## src/rtl/clk_ena_divider_bank_if.sv

```systemverilog
// ---------------------------------------------------------------------------
// clk_ena_divider_bank_if
//   Bundles the control inputs and enable outputs of clk_ena_divider_bank.
//   All signals belong to the clkin domain.
//
//   pll_lock   PLL lock, already synchronised to clkin
//   sync       one-cycle realign pulse for all channels
//   div_wr     per-channel ratio write strobe
//   div_wdata  ratio written to every channel whose strobe is set
//   cken       one-cycle clock enable per channel
//   cphase     50% phase flag per channel, toggles on each cken
//   ready      high while the bank is running
//
//   master: drives the controls (system / testbench side)
//   slave : the divider bank itself
// ---------------------------------------------------------------------------
interface clk_ena_divider_bank_if #(
    parameter int NUM_CH = 3,
    parameter int DIV_W  = 8
);
    logic              pll_lock;
    logic              sync;
    logic [NUM_CH-1:0] div_wr;
    logic [DIV_W-1:0]  div_wdata;
    logic [NUM_CH-1:0] cken;
    logic [NUM_CH-1:0] cphase;
    logic              ready;

    modport master (
        output pll_lock, sync, div_wr, div_wdata,
        input  cken, cphase, ready
    );

    modport slave (
        input  pll_lock, sync, div_wr, div_wdata,
        output cken, cphase, ready
    );
endinterface

```

## src/rtl/clk_ena_divider_bank.sv

```systemverilog
// ---------------------------------------------------------------------------
// clk_ena_divider_bank
//   Bank of NUM_CH runtime-programmable clock-enable dividers running on the
//   fast PLL clock. Each channel emits a one-cycle enable every Neff cycles
//   (Neff = N, or 1 when N == 0) and a phase flag that toggles on each enable,
//   giving a clkin/(2*Neff) square. Outputs stay low until pll_lock has been
//   high for LOCK_CYCLES consecutive cycles.
//
//   Ports
//     clkin   fast PLL clock, all logic on its rising edge
//     reset   synchronous, active-high
//     bus     slave side of clk_ena_divider_bank_if
//             (pll_lock, sync, div_wr, div_wdata in; cken, cphase, ready out)
//
//   Ratio handling: each channel holds a shadow ratio (last written value)
//   and an active ratio (the one timing the current period). While running,
//   active is refreshed from shadow only on a wrap or a sync, so a period in
//   progress is never shortened or stretched.
// ---------------------------------------------------------------------------
module clk_ena_divider_bank #(
    parameter int                      NUM_CH      = 3,
    parameter int                      DIV_W       = 8,
    parameter logic [NUM_CH*DIV_W-1:0] DIV_INIT    = {8'd3, 8'd2, 8'd6},
    parameter int                      LOCK_CYCLES = 1024
) (
    input  logic                  clkin,
    input  logic                  reset,
    clk_ena_divider_bank_if.slave bus
);

    localparam int              LCW       = (LOCK_CYCLES > 1) ? $clog2(LOCK_CYCLES) : 1;
    localparam logic [LCW-1:0]  LOCK_LAST = LCW'(LOCK_CYCLES - 1);

    typedef enum logic [1:0] {
        IDLE   = 2'd0,
        SETTLE = 2'd1,
        RUN    = 2'd2
    } state_t;

    // Terminal count for a ratio: a ratio of 0 behaves as 1, so the counter
    // never has to reach 2^DIV_W.
    function automatic logic [DIV_W-1:0] last_count(input logic [DIV_W-1:0] ratio);
        if (ratio == '0) begin
            return '0;
        end
        return ratio - 1'b1;
    endfunction

    state_t            state;
    state_t            state_next;
    logic [LCW-1:0]    lock_cnt;
    logic [LCW-1:0]    lock_cnt_next;
    logic              ready;

    logic [DIV_W-1:0]  cnt        [NUM_CH];
    logic [DIV_W-1:0]  active     [NUM_CH];
    logic [DIV_W-1:0]  shadow     [NUM_CH];
    logic [DIV_W-1:0]  shadow_next[NUM_CH];
    logic [NUM_CH-1:0] wrap;
    logic [NUM_CH-1:0] cken;
    logic [NUM_CH-1:0] cphase;

    logic              run_hold;
    logic              realign;

    // ---- lock qualification FSM: next state ----
    always_comb begin
        state_next    = state;
        lock_cnt_next = lock_cnt;
        case (state)
            IDLE: begin
                if (bus.pll_lock) begin
                    state_next    = SETTLE;
                    lock_cnt_next = '0;
                end
            end
            SETTLE: begin
                if (!bus.pll_lock) begin
                    state_next = IDLE;
                end else if (lock_cnt == LOCK_LAST) begin
                    state_next = RUN;
                end else begin
                    lock_cnt_next = lock_cnt + 1'b1;
                end
            end
            RUN: begin
                if (!bus.pll_lock) begin
                    state_next = IDLE;
                end
            end
            default: begin
                state_next = IDLE;
            end
        endcase
    end

    // Channels only advance while running with lock still present; a lock
    // loss on the same edge as sync wins because realign requires run_hold.
    assign run_hold = (state == RUN) && bus.pll_lock;
    assign realign  = run_hold && bus.sync;

    // ---- per-channel shadow update and wrap detect ----
    always_comb begin
        for (int i = 0; i < NUM_CH; i++) begin
            shadow_next[i] = bus.div_wr[i] ? bus.div_wdata : shadow[i];
            wrap[i]        = (cnt[i] == last_count(active[i]));
        end
    end

    // ---- registered state, counters and outputs ----
    always_ff @(posedge clkin) begin
        if (reset) begin
            state    <= IDLE;
            lock_cnt <= '0;
            ready    <= 1'b0;
            cken     <= '0;
            cphase   <= '0;
            for (int i = 0; i < NUM_CH; i++) begin
                cnt[i]    <= '0;
                active[i] <= DIV_INIT[i*DIV_W +: DIV_W];
                shadow[i] <= DIV_INIT[i*DIV_W +: DIV_W];
            end
        end else begin
            state    <= state_next;
            lock_cnt <= lock_cnt_next;
            ready    <= (state_next == RUN);
            for (int i = 0; i < NUM_CH; i++) begin
                shadow[i] <= shadow_next[i];
                if (!run_hold || realign) begin
                    // Idle, lock loss or realign: park at count 0 with the
                    // latest ratio so the next RUN cycle starts a full period.
                    cnt[i]    <= '0;
                    cken[i]   <= 1'b0;
                    cphase[i] <= 1'b0;
                    active[i] <= shadow_next[i];
                end else if (wrap[i]) begin
                    cnt[i]    <= '0;
                    cken[i]   <= 1'b1;
                    cphase[i] <= ~cphase[i];
                    active[i] <= shadow_next[i];
                end else begin
                    cnt[i]    <= cnt[i] + 1'b1;
                    cken[i]   <= 1'b0;
                end
            end
        end
    end

    assign bus.cken   = cken;
    assign bus.cphase = cphase;
    assign bus.ready  = ready;

endmodule
```

## src/flat_wrapper.sv

```systemverilog
// flat-port wrapper written by rule: the top's interface ports become plain ports
module clk_ena_divider_bank_flat 
#(
    parameter int                      NUM_CH      = 3,
    parameter int                      DIV_W       = 8,
    parameter logic [NUM_CH*DIV_W-1:0] DIV_INIT    = {8'd3, 8'd2, 8'd6},
    parameter int                      LOCK_CYCLES = 1024
)
  (clkin, reset, bus_pll_lock, bus_sync, bus_div_wr, bus_div_wdata, bus_cken, bus_cphase, bus_ready);
  clk_ena_divider_bank_if #(.NUM_CH(NUM_CH), .DIV_W(DIV_W)) bus_i ();
  input  logic clkin;
  input  logic reset;
  input wire logic [$bits(bus_i.pll_lock)-1:0] bus_pll_lock;
  input wire logic [$bits(bus_i.sync)-1:0] bus_sync;
  input wire logic [$bits(bus_i.div_wr)-1:0] bus_div_wr;
  input wire logic [$bits(bus_i.div_wdata)-1:0] bus_div_wdata;
  output wire logic [$bits(bus_i.cken)-1:0] bus_cken;
  output wire logic [$bits(bus_i.cphase)-1:0] bus_cphase;
  output wire logic [$bits(bus_i.ready)-1:0] bus_ready;
  assign bus_i.pll_lock = bus_pll_lock;
  assign bus_i.sync = bus_sync;
  assign bus_i.div_wr = bus_div_wr;
  assign bus_i.div_wdata = bus_div_wdata;
  assign bus_cken = bus_i.cken;
  assign bus_cphase = bus_i.cphase;
  assign bus_ready = bus_i.ready;
  clk_ena_divider_bank #(.NUM_CH(NUM_CH), .DIV_W(DIV_W), .DIV_INIT(DIV_INIT), .LOCK_CYCLES(LOCK_CYCLES)) u_core (.clkin(clkin), .reset(reset), .bus(bus_i));
endmodule
```

## config.mk

```make
export PLATFORM = sky130hd
export DESIGN_NAME = clk_ena_divider_bank_flat
export DESIGN_NICKNAME = d
export VERILOG_FILES = /design/src/rtl/clk_ena_divider_bank_if.sv /design/src/rtl/clk_ena_divider_bank.sv /design/src/flat_wrapper.sv
export SDC_FILE = /design/constraint.sdc
export NUM_CORES = 1
export LEC_CHECK = 0
export BUFFER_PORTS_ARGS = -buffer_cell sky130_fd_sc_hd__buf_2
export CAP_MARGIN = 15
export CORE_ASPECT_RATIO = 2
export CORE_MARGIN = 4
export CORE_UTILIZATION = 50
export CTS_CLUSTER_SIZE = 10
export DETAILED_ROUTE_END_ITERATION = 8
export HOLD_SLACK_MARGIN = 0.12
export PLACE_DENSITY = 0.72
export SYNTH_ARGS = -nofsm -noshare
export SYNTH_HDL_FRONTEND = slang
export SYNTH_SLANG_ARGS = --single-unit
```

## constraint.sdc

```tcl
create_clock -name clkin -period 3.9 [get_ports clkin]
set_input_delay 0.195 -clock clkin [delete_from_list [all_inputs] [get_ports clkin]]
set_output_delay 0.195 -clock clkin [all_outputs]
set_load 0.02 [all_outputs]
```

## Word-level counts from Yosys, hierarchy flattened

Memory sizes are Yosys's and may differ from the RTL's.
Cells that the tools add are included.

| word-level totals | value |
|---|---|
| bits in registers | 19 |
| memory bits (writable) | 72 |
| input bits | 15 |
| output and inout port bits | 7 |
| logic and storage cells | 128 |
| memories | 3 |

| cells by class | value |
|---|---|
| $add $sub $neg | 7 |
| equal/unequal tests | 10 |
| mux-type cells | 69 |
| bitwise operators | 21 |
| reduce and logical (&&, ||, !) cells | 11 |

Memory list:

| name | words | width | read ports | clocked after memory_dff | wr ports | line | RTL |
|---|---|---|---|---|---|---|---|
| u_core.active | 3 | 8 | 3 | 0 | 3 | clk_ena_divider_bank.sv:56 | `logic [DIV_W-1:0] active [NUM_CH];` |
| u_core.cnt | 3 | 8 | 3 | 0 | 3 | clk_ena_divider_bank.sv:55 | `logic [DIV_W-1:0] cnt [NUM_CH];` |
| u_core.shadow | 3 | 8 | 3 | 0 | 3 | clk_ena_divider_bank.sv:57 | `logic [DIV_W-1:0] shadow [NUM_CH];` |

Operator list:

| operator | count |
|---|---|
| $mux 8 | 27 |
| $mux 1 | 33 |
| $mux 10 | 3 |
| $add 8x1->8 const B | 3 |
| $eq 8x8->1 | 3 |
| $logic_not 8->1 | 3 |
| $sub 8x1->8 const B | 3 |
| $pmux 10 s2 | 1 |
| $or 1x1->1 | 18 |
| $add 10x1->10 const B | 1 |
| $eq 10x10->1 const B | 1 |
| $mux 2 | 4 |
| $ne 2x2->1 const B | 3 |
| $pmux 2 s3 | 1 |
| $eq 2x2->1 const B | 2 |
| $reduce_and 4->1 | 1 |
| $not 1->1 | 3 |
| $eq 2x1->1 const B | 1 |
| $logic_and 1x1->1 | 2 |
| $logic_not 2->1 | 1 |
| $reduce_bool 2->1 | 1 |
| $reduce_or 2->1 | 1 |
| $logic_not 1->1 | 1 |
| $logic_or 1x1->1 | 1 |

## Logic depth before layout (Yosys ltp)

Gate-level depths: netlist of the first run.

| logic depth | value |
|---|---|
| depth after elaboration | 10 |
| gate-level depth with buffers | 12 |
| mapped depth without buffers | 9 |

## Worst setup path after synthesis of the first run

Ideal clock, no wire load.

| timing | value |
|---|---|
| path type | register to register |
| start | mem u_core.active[0][0] |
| end | mem u_core.active[0][0], enable pin |
| library setup time | 0.374 ns |
| arrival | 2.599 ns |
| data required time | 3.526 ns |
| setup slack | 0.927 ns |
| cell stages (with the launch flop) | 11 |
| path buffers | 2 |
| period minus slack after synthesis | 2.973 ns |
| cells stage by stage | edfxtp_1 inv_1 ha_1 buf_4 or3b_4 nor4_2 a21o_1 a31oi_1 or4_1 buf_2 o21ai_2 |

RTL lines:

| item | line |
|---|---|
| start, declared | clk_ena_divider_bank.sv:56 |

==> results of run 1 <==
==> synth_stat cells (all sizes together) (7+ instances only) <==
cell	n
ha	8
nand3	28
nand2b	10
or3	7
a21boi	7
edfxtp	48
nor2b	7
xnor2	14
nor3	22
mux2i	23
a21oi	11
clkbuf	17
nand2	11
dfxtp	43
inv	16
nor2	75
o21ai	8
xor2	27
or4	7
and3	13
==> layer usage <==
layer	up-vias	GRT usage (%)	wire [um]
met5	-	0	0
met2	71	36.47	5916
met1	1739	17.67	3795
met4	0	11.30	400
li1	1825	-	-
met3	31	2.744	258
==> worst paths after layout <==
check                                            end  slack, ps
worst max-delay path                u_core.cnt[2][6]        410
worst min-delay path                 u_core.state[1]        140
worst max register to register      u_core.cnt[2][6]        410
worst min register to register  u_core.bus.cphase[0]        490
==> cell type report <==
type / count / area, um2
Sequential cell: 91 / 2302
Tap cell: 130 / 162.7
Clock buffer: 10 / 239.0
Inverter: 16 / 60.06
Timing Repair Buffer: 24 / 127.6
Fill cell: 823 / 3999
Clock inverter: 6 / 46.29
Multi-Input combinational cell: 381 / 2510
==> placed cells by master (no fill, tap or decap), types with 3 or more instances in the layout <==
cell type / synthesis / layout
conb_1: 1 / 24
xnor2_1: 14 / 14
nor2_1: 75 / 75
nand2_1: 11 / 11
nand2b_1: 10 / 10
nand3_1: 28 / 28
nor4bb_1: 3 / 3
buf_2: 2 / 21
buf_4: 1 / 3
o21a_1: 5 / 5
o31ai_1: 3 / 3
mux2i_1: 23 / 23
o21ai_0: 7 / 7
a211oi_1: 4 / 4
ha_1: 8 / 8
a211o_1: 6 / 6
or4_1: 7 / 7
a31oi_1: 5 / 5
xor2_1: 27 / 27
or3_1: 7 / 7
a21oi_1: 11 / 11
clkbuf_16: 0 / 9
and4_1: 3 / 3
edfxtp_1: 48 / 48
o211ai_1: 3 / 3
inv_1: 16 / 16
a21o_1: 3 / 3
nor2b_1: 7 / 7
nand4_1: 6 / 6
and3_1: 13 / 13
nor4_1: 4 / 4
dfxtp_1: 43 / 43
nor3b_1: 5 / 5
o32ai_1: 3 / 3
nor3_2: 14 / 14
a21boi_1: 6 / 6
nor3_1: 8 / 8
==> metrics by stage <==
| step | cells | power, mW | hold slack [ps] | setup WS (ps) | cell area, um2 |
|---|---|---|---|---|---|
| 2_1_floorplan | 511 | 1.262 | 325.7 | 927.4 | 4987 |
| 5_1_grt | 658 | 2.204 | 141.5 | 166.3 | 5448 |
| 3_3_place_gp | 642 | 1.307 | 468.7 | 451.1 | 5162 |
| 4_1_cts | 658 | 2.134 | 134.3 | 388.1 | 5448 |
| 6_report | 658 | 2.119 | 139.2 | 405.1 | 5448 |
| 3_5_place_dp | 642 | 1.316 | 489.4 | 396.3 | 5162 |
==> cells by family after synthesis <==
logic type | share of synthesized area, %
buffers and inverters | 3.574
muxes | 4.927
and+or+nand+nor | 23.87
other | 0.07652
DFF | 46.97
xor gates and xnor gates | 7.787
adders and majority gates | 2.042
AOI/OAI and AO/OA | 10.75
==> sequential cells by signal (all words and copies together) (netlist names) <==
name               count
u_core.shadow         24
u_core.bus.cphase      3
u_core.state           2
u_core.bus.ready       1
u_core.lock_cnt       10
u_core.bus.cken        3
u_core.active         24
u_core.cnt            24
==> where the power goes <==
part	leakage (nW)	internal, mW	switching, mW
Sequential	0.872	1.05	0.0446
Combinational	1.12	0.0891	0.117
Clock	0.137	0.453	0.367
==> metrics.md, run 1 <==
| Metric | Value |
|---|---|
| Outcome | finished, final reports clean |
| Ys Warns | 0 |
| Std-Cell Core Area | approximately 9400 um2 |
| Part of the Yosys area used for sequential elements | a little under half |
| Synth Flop Type | edfxtp_1 |
| Initial antenna violation count | 0 |
| Syn Inst Count | approximately 500 |
| Final Util | between 50 and 60% |
| Post-synth top area share | 29.41% |
| Final Max Slew Viols | 0 |
| Rows | 50 |
| Routed vias | between 3,000 and 4,000 |
| Synthesis-to-finish area growth | 11.16% |
| Worst reg2reg startpoint | u_core.active[2][0] |
| Critical path's top delay family | simple AND/OR/NAND/NOR gates |
| Crit-path max FO | 15 |
| Hold crit path type | primary input to flip-flop |
| Fin crit period | between 3000 and 4000 ps |
| Sequence of cells on the critical path | inv_1, ha_1, nand2b_1, a2111oi_0, o21a_1, o22ai_1, or4_1, nand2_1, nor2_1 |
| # clock sinks | just over 90 |
| CTS tree | done |
| DRT iter0 DRCs | around 130 |
| Final setup vio count | 0 |
| Count of different cell masters after synthesis | between 50 and 60 |
| Hold path depth | 2 |
| Max_cap viols | 0 |
| Worst Setup End Kind | flip-flop |
| Post-CTS setup buffers | 0 |
| CTS max path bufs | 2 |
| Power density cells | approximately 390 nW/um2 |
| Drt first pass iters | 4 |
| Remaining Overflow, GRT | 0 |
| Hold path start | bus_pll_lock |
| Critical path arrival | about 3600 ps |
| Number of synthesized flops with an enable pin | 48 |
| Ranking of synthesized cells by area | edfxtp_1 (29%), dfxtp_1 (18%), nor2_1 (5.7%) |
| R2R cell count | 9 |
| Crit. path cell count | 9 |
| Worst EP required | approximately 4000 ps |
| Port Buffer Count | 21 |
| First-pass GRT wire length | about 17,000 um |
| Critical path startpoint | u_core.active[2][0] |
| Starting density of the core | roughly half |
| Post-route ant nets | 0 |
| Post-CTS resize count | 0 |
| DR WL/cell | 15.76 um |
| Slew @ Worst Pin | a little over 700 ps |
| Io pins | 22 |
| Slew HR | 53.08% |
| Syn avg cell area | 10.04 um2 |
| Clock skew | roughly 7.8 ps |
| CTS root buffer | clkbuf_16 |
| Critical Path Start Type | flip-flop |
| HPWL after detailed placement | around 7700 um |
| Setup TNS | 0 ps |
| Worst-path clk slew | ~70 ps |
| RSZ-0062 raised after global routing | no |
| Vias/cell | approximately 5.6 |
| Clock Latency Late Sink | ~350 ps |
| Nets | 546 |
| Final period utilization | between 80% and 90% |
| Leak pwr | roughly 2.1 nW |
| Num CTS Buffers | 9 |
| WL final | just over 10,000 um |
| #FFs+latches synth | 91 |
| Die area | 11,550 um2 |
| Mapped Area | 4901 um2 |
| Fmax | 0.2861 GHz |
| Worst vdd ir | approximately 0.00043 V |
| # hold bufs at CTS | 0 |
| Global placer's final weighted congestion | a little under 0.9 |
| Total track usage | around a fifth |
| Cell type with the largest total area after synthesis | edfxtp_1 |
| Share of post-route cells with drive strength above 1 | a little under an eighth |
| Post-synth ARST share | 0% |
| Vias in the first global route | between 3,000 and 4,000 |
| Die Width | about 80 um |
| # DRC | 0 |
| Final Hold Fails | 0 |
| H-tree depth | 3 |
| Diode count | 0 |
| WS Path Type | flip-flop to flip-flop |
| Largest net degree at the start of global routing | 45 |
| Die height | ~150 um |
| Worst path buffer plus inverter count | 1 |
| CP max stage delay | 780 ps |
| Slowest-stage cell, CP | or4_1 |
Power figures use the tool's default switching activity.
==> run 2, diff against run 1 <==
MAX_ROUTING_LAYER = met4   (was default)
SLEW_MARGIN = 10   (was default)
==> run 2 against run 1 <==
Effect of this change:
- design area unchanged
- via count barely moved
- count of clock-buffer cells in the layout is the same
- routed wire length fell by 0.31%
- core utilization stayed put
- maximum frequency is 0.11% lower
- worst hold slack worse by 1.3 ps
- global-route usage grew 0.49 points
- sequential power about the same
- sequential share of layout area unchanged
- largest power group unchanged
- highest routed layer unchanged
==> metrics.md, run 2 (synthesis results as in run 1) <==
| Metric | Value |
|---|---|
| Net switching power | 0.5274 mW (-0.20%) |
| Final Max Slew Viols | 0 (unchanged) |
| Setup TNS | 0 ps (unchanged) |
| Total track usage | 19.19% (+0.49 points) |
| First-pass GRT wire length | 16,790 um (-0.29%) |
| Crit-path max FO | 15 (unchanged) |
| WS Path Type | flip-flop to flip-flop |
| Critical path arrival | 3570 ps (about the same) |
| Flop pwr share | 51.6% (about the same) |
| Sequence of cells on the critical path | inv_1, ha_1, nand2b_1, a2111oi_0, o21a_1, o22ai_1, or4_1, nand2_1, nor2_1 |
| Worst-path clk slew | 70 ps (about the same) |
| Routed vias | 3,665 (-0.027%) |
| CTS max path bufs | 2 (unchanged) |
| Rows | 50 (unchanged) |
| Clock skew | 7.765 ps (+0.002380 ps) |
| Tightest hold margin | 137.9 ps (-1.312 ps) |
| Worst vdd ir | 0.0004253 V (about the same) |
| Outcome | finished, final reports clean |
| Commonest non-fill, non-tap cell in the layout | nor2_1 |
| Post-CTS resize count | 0 (unchanged) |
| Post-route ant nets | 0 (unchanged) |
| Final period utilization | 89.71% (+0.098 points) |
| Drt first pass iters | 4 (unchanged) |
| # clock sinks | 91 (unchanged) |
| Hold crit path type | primary input to flip-flop |
| # DRC | 0 (unchanged) |
| Port Buffer Count | 21 (unchanged) |
| Share of post-route cells with drive strength above 1 | 11.55% (unchanged) |
| Hold path start | bus_pll_lock |
| Die area | 11,550 um2 (unchanged) |
| Remaining Overflow, GRT | 0 (unchanged) |
| CTS root buffer | clkbuf_16 |
| Max_cap viols | 0 (unchanged) |
| Post-CTS setup buffers | 0 (unchanged) |
| Synthesis-to-finish area growth | 11.16% (unchanged) |
| Comb power frac | 9.7% (about the same) |
| Nets | 546 (unchanged) |
| Clock Latency Late Sink | 350 ps (about the same) |
| Vias in the first global route | 3,672 (+0.25%) |
| Switch share | 24.90% (-0.037 points) |
| CP max stage delay | 780 ps (about the same) |
| Critical path startpoint | u_core.active[2][0] |
| Clock power frac | 38.7% (about the same) |
| Worst reg2reg startpoint | u_core.active[2][0] |
| Worst Setup End Kind | flip-flop |
| Diode count | 0 (unchanged) |
| Starting density of the core | 51.88% (unchanged) |
| Largest regs | u_core.active x24, u_core.cnt x24, u_core.shadow x24 |
| Global placer's final weighted congestion | 0.8936 (+2.1%) |
| Final setup vio count | 0 (unchanged) |
| DR WL/cell | 15.71 um (-0.31%) |
| Vias/cell | 5.570 (about the same) |
| Die Width | 78.01 um (unchanged) |
| WL final | 10,340 um (-0.31%) |
| RSZ-0062 raised after global routing | no |
| Std-Cell Core Area | 9447 um2 (unchanged) |
| Power density cells | 388.8 nW/um2 (about the same) |
| Die height | 148.0 um (unchanged) |
| Internal power | 1.591 mW (about the same) |
| Num CTS Buffers | 9 (unchanged) |
| Initial antenna violation count | 0 (unchanged) |
| H-tree depth | 3 (unchanged) |
| Slew @ Worst Pin | 696.1 ps (-7.610 ps) |
| HPWL after detailed placement | 7723 um (unchanged) |
| # hold bufs at CTS | 0 (unchanged) |
| Critical Path Start Type | flip-flop |
| Worst EP required | 3980 ps (about the same) |
| Leak pwr | 2.132 nW (unchanged) |
| Slowest-stage cell, CP | or4_1 |
| Io pins | 22 (unchanged) |
| Most frequent cells in the layout | nor2_1 (75), edfxtp_1 (48), dfxtp_1 (43), nand3_1 (28), xor2_1 (27) |
| Final Hold Fails | 0 (unchanged) |
| Fmax | 0.2858 GHz (-0.11%) |
| DRT iter0 DRCs | 163 (+22%) |
| CTS tree | done |
| Largest net degree at the start of global routing | 45 (unchanged) |
| Slew HR | 53.59% (+0.51 points) |
| Fin crit period | 3499 ps (+3.829 ps) |
-- run 2: cell counts in the layout (fill, tap and decap cells not counted) --
Identical to the previous run, type by type.
-- run 2: stage by stage --
stage / power (mW) / setup slack [ps] / instance area, um2 / util [%] / std cells
6_report: 2.118 / 401.3 / 5448 / 57.67 / 658
5_1_grt: 2.203 / 166.9 / 5448 / 57.67 / 658
4_1_cts: 2.134 / 388.1 / 5448 / 57.67 / 658
3_3_place_gp: 1.307 / 451.1 / 5162 / 54.65 / 642
2_1_floorplan: 1.262 / 927.4 / 4987 / - / 511
3_5_place_dp: 1.316 / 396.3 / 5162 / 54.65 / 642
-- run 2: critical path: cells and delay by family (launching register included) --
| family | cells | cell delay (ps) |
|---|---|---|
| AOI/OAI and AO/OA | 3 | 810 |
| adders and majority gates | 1 | 240 |
| buffers and inverters | 1 | 160 |
| DFF | 1 | 460 |
| and+or+nand+nor | 4 | 1550 |
-- run 2: cell type report --
| cell class | count | area (um2) |
|---|---|---|
| Tap cell | 130 | 162.7 |
| Clock buffer | 10 | 239.0 |
| Timing Repair Buffer | 24 | 127.6 |
| Fill cell | 823 | 3999 |
| Inverter | 16 | 60.06 |
| Sequential cell | 91 | 2302 |
| Clock inverter | 6 | 46.29 |
| Multi-Input combinational cell | 381 | 2510 |
-- run 2: routing by layer --
metal	GRT usage (%)	up-vias	share of wire [%]
li1	-	1825	-
met1	17.47	1732	36
met2	36.51	69	57
met3	2.744	39	3.0
met4	11.30	0	3.9
met5	-	-	0
-- run 2: path summary, 6_finish.rpt --
check,endpoint,slack (ps),depth (start not counted)
worst min register to register,u_core.bus.cphase[0],490,2
worst max register to register,u_core.cnt[2][6],400,9
worst max-delay path,u_core.cnt[2][6],400,9
worst min-delay path,u_core.state[1],140,2
-- run 2: power groups by stage --
stage          combinational (mW)  clock, mW  sequential, mW
2_1_floorplan               0.171          0            1.09
3_3_place_gp                0.197          0            1.11
3_5_place_dp                0.203          0            1.11
4_1_cts                     0.205      0.837            1.09
5_1_grt                     0.228      0.877            1.10
6_report                    0.206      0.820            1.09
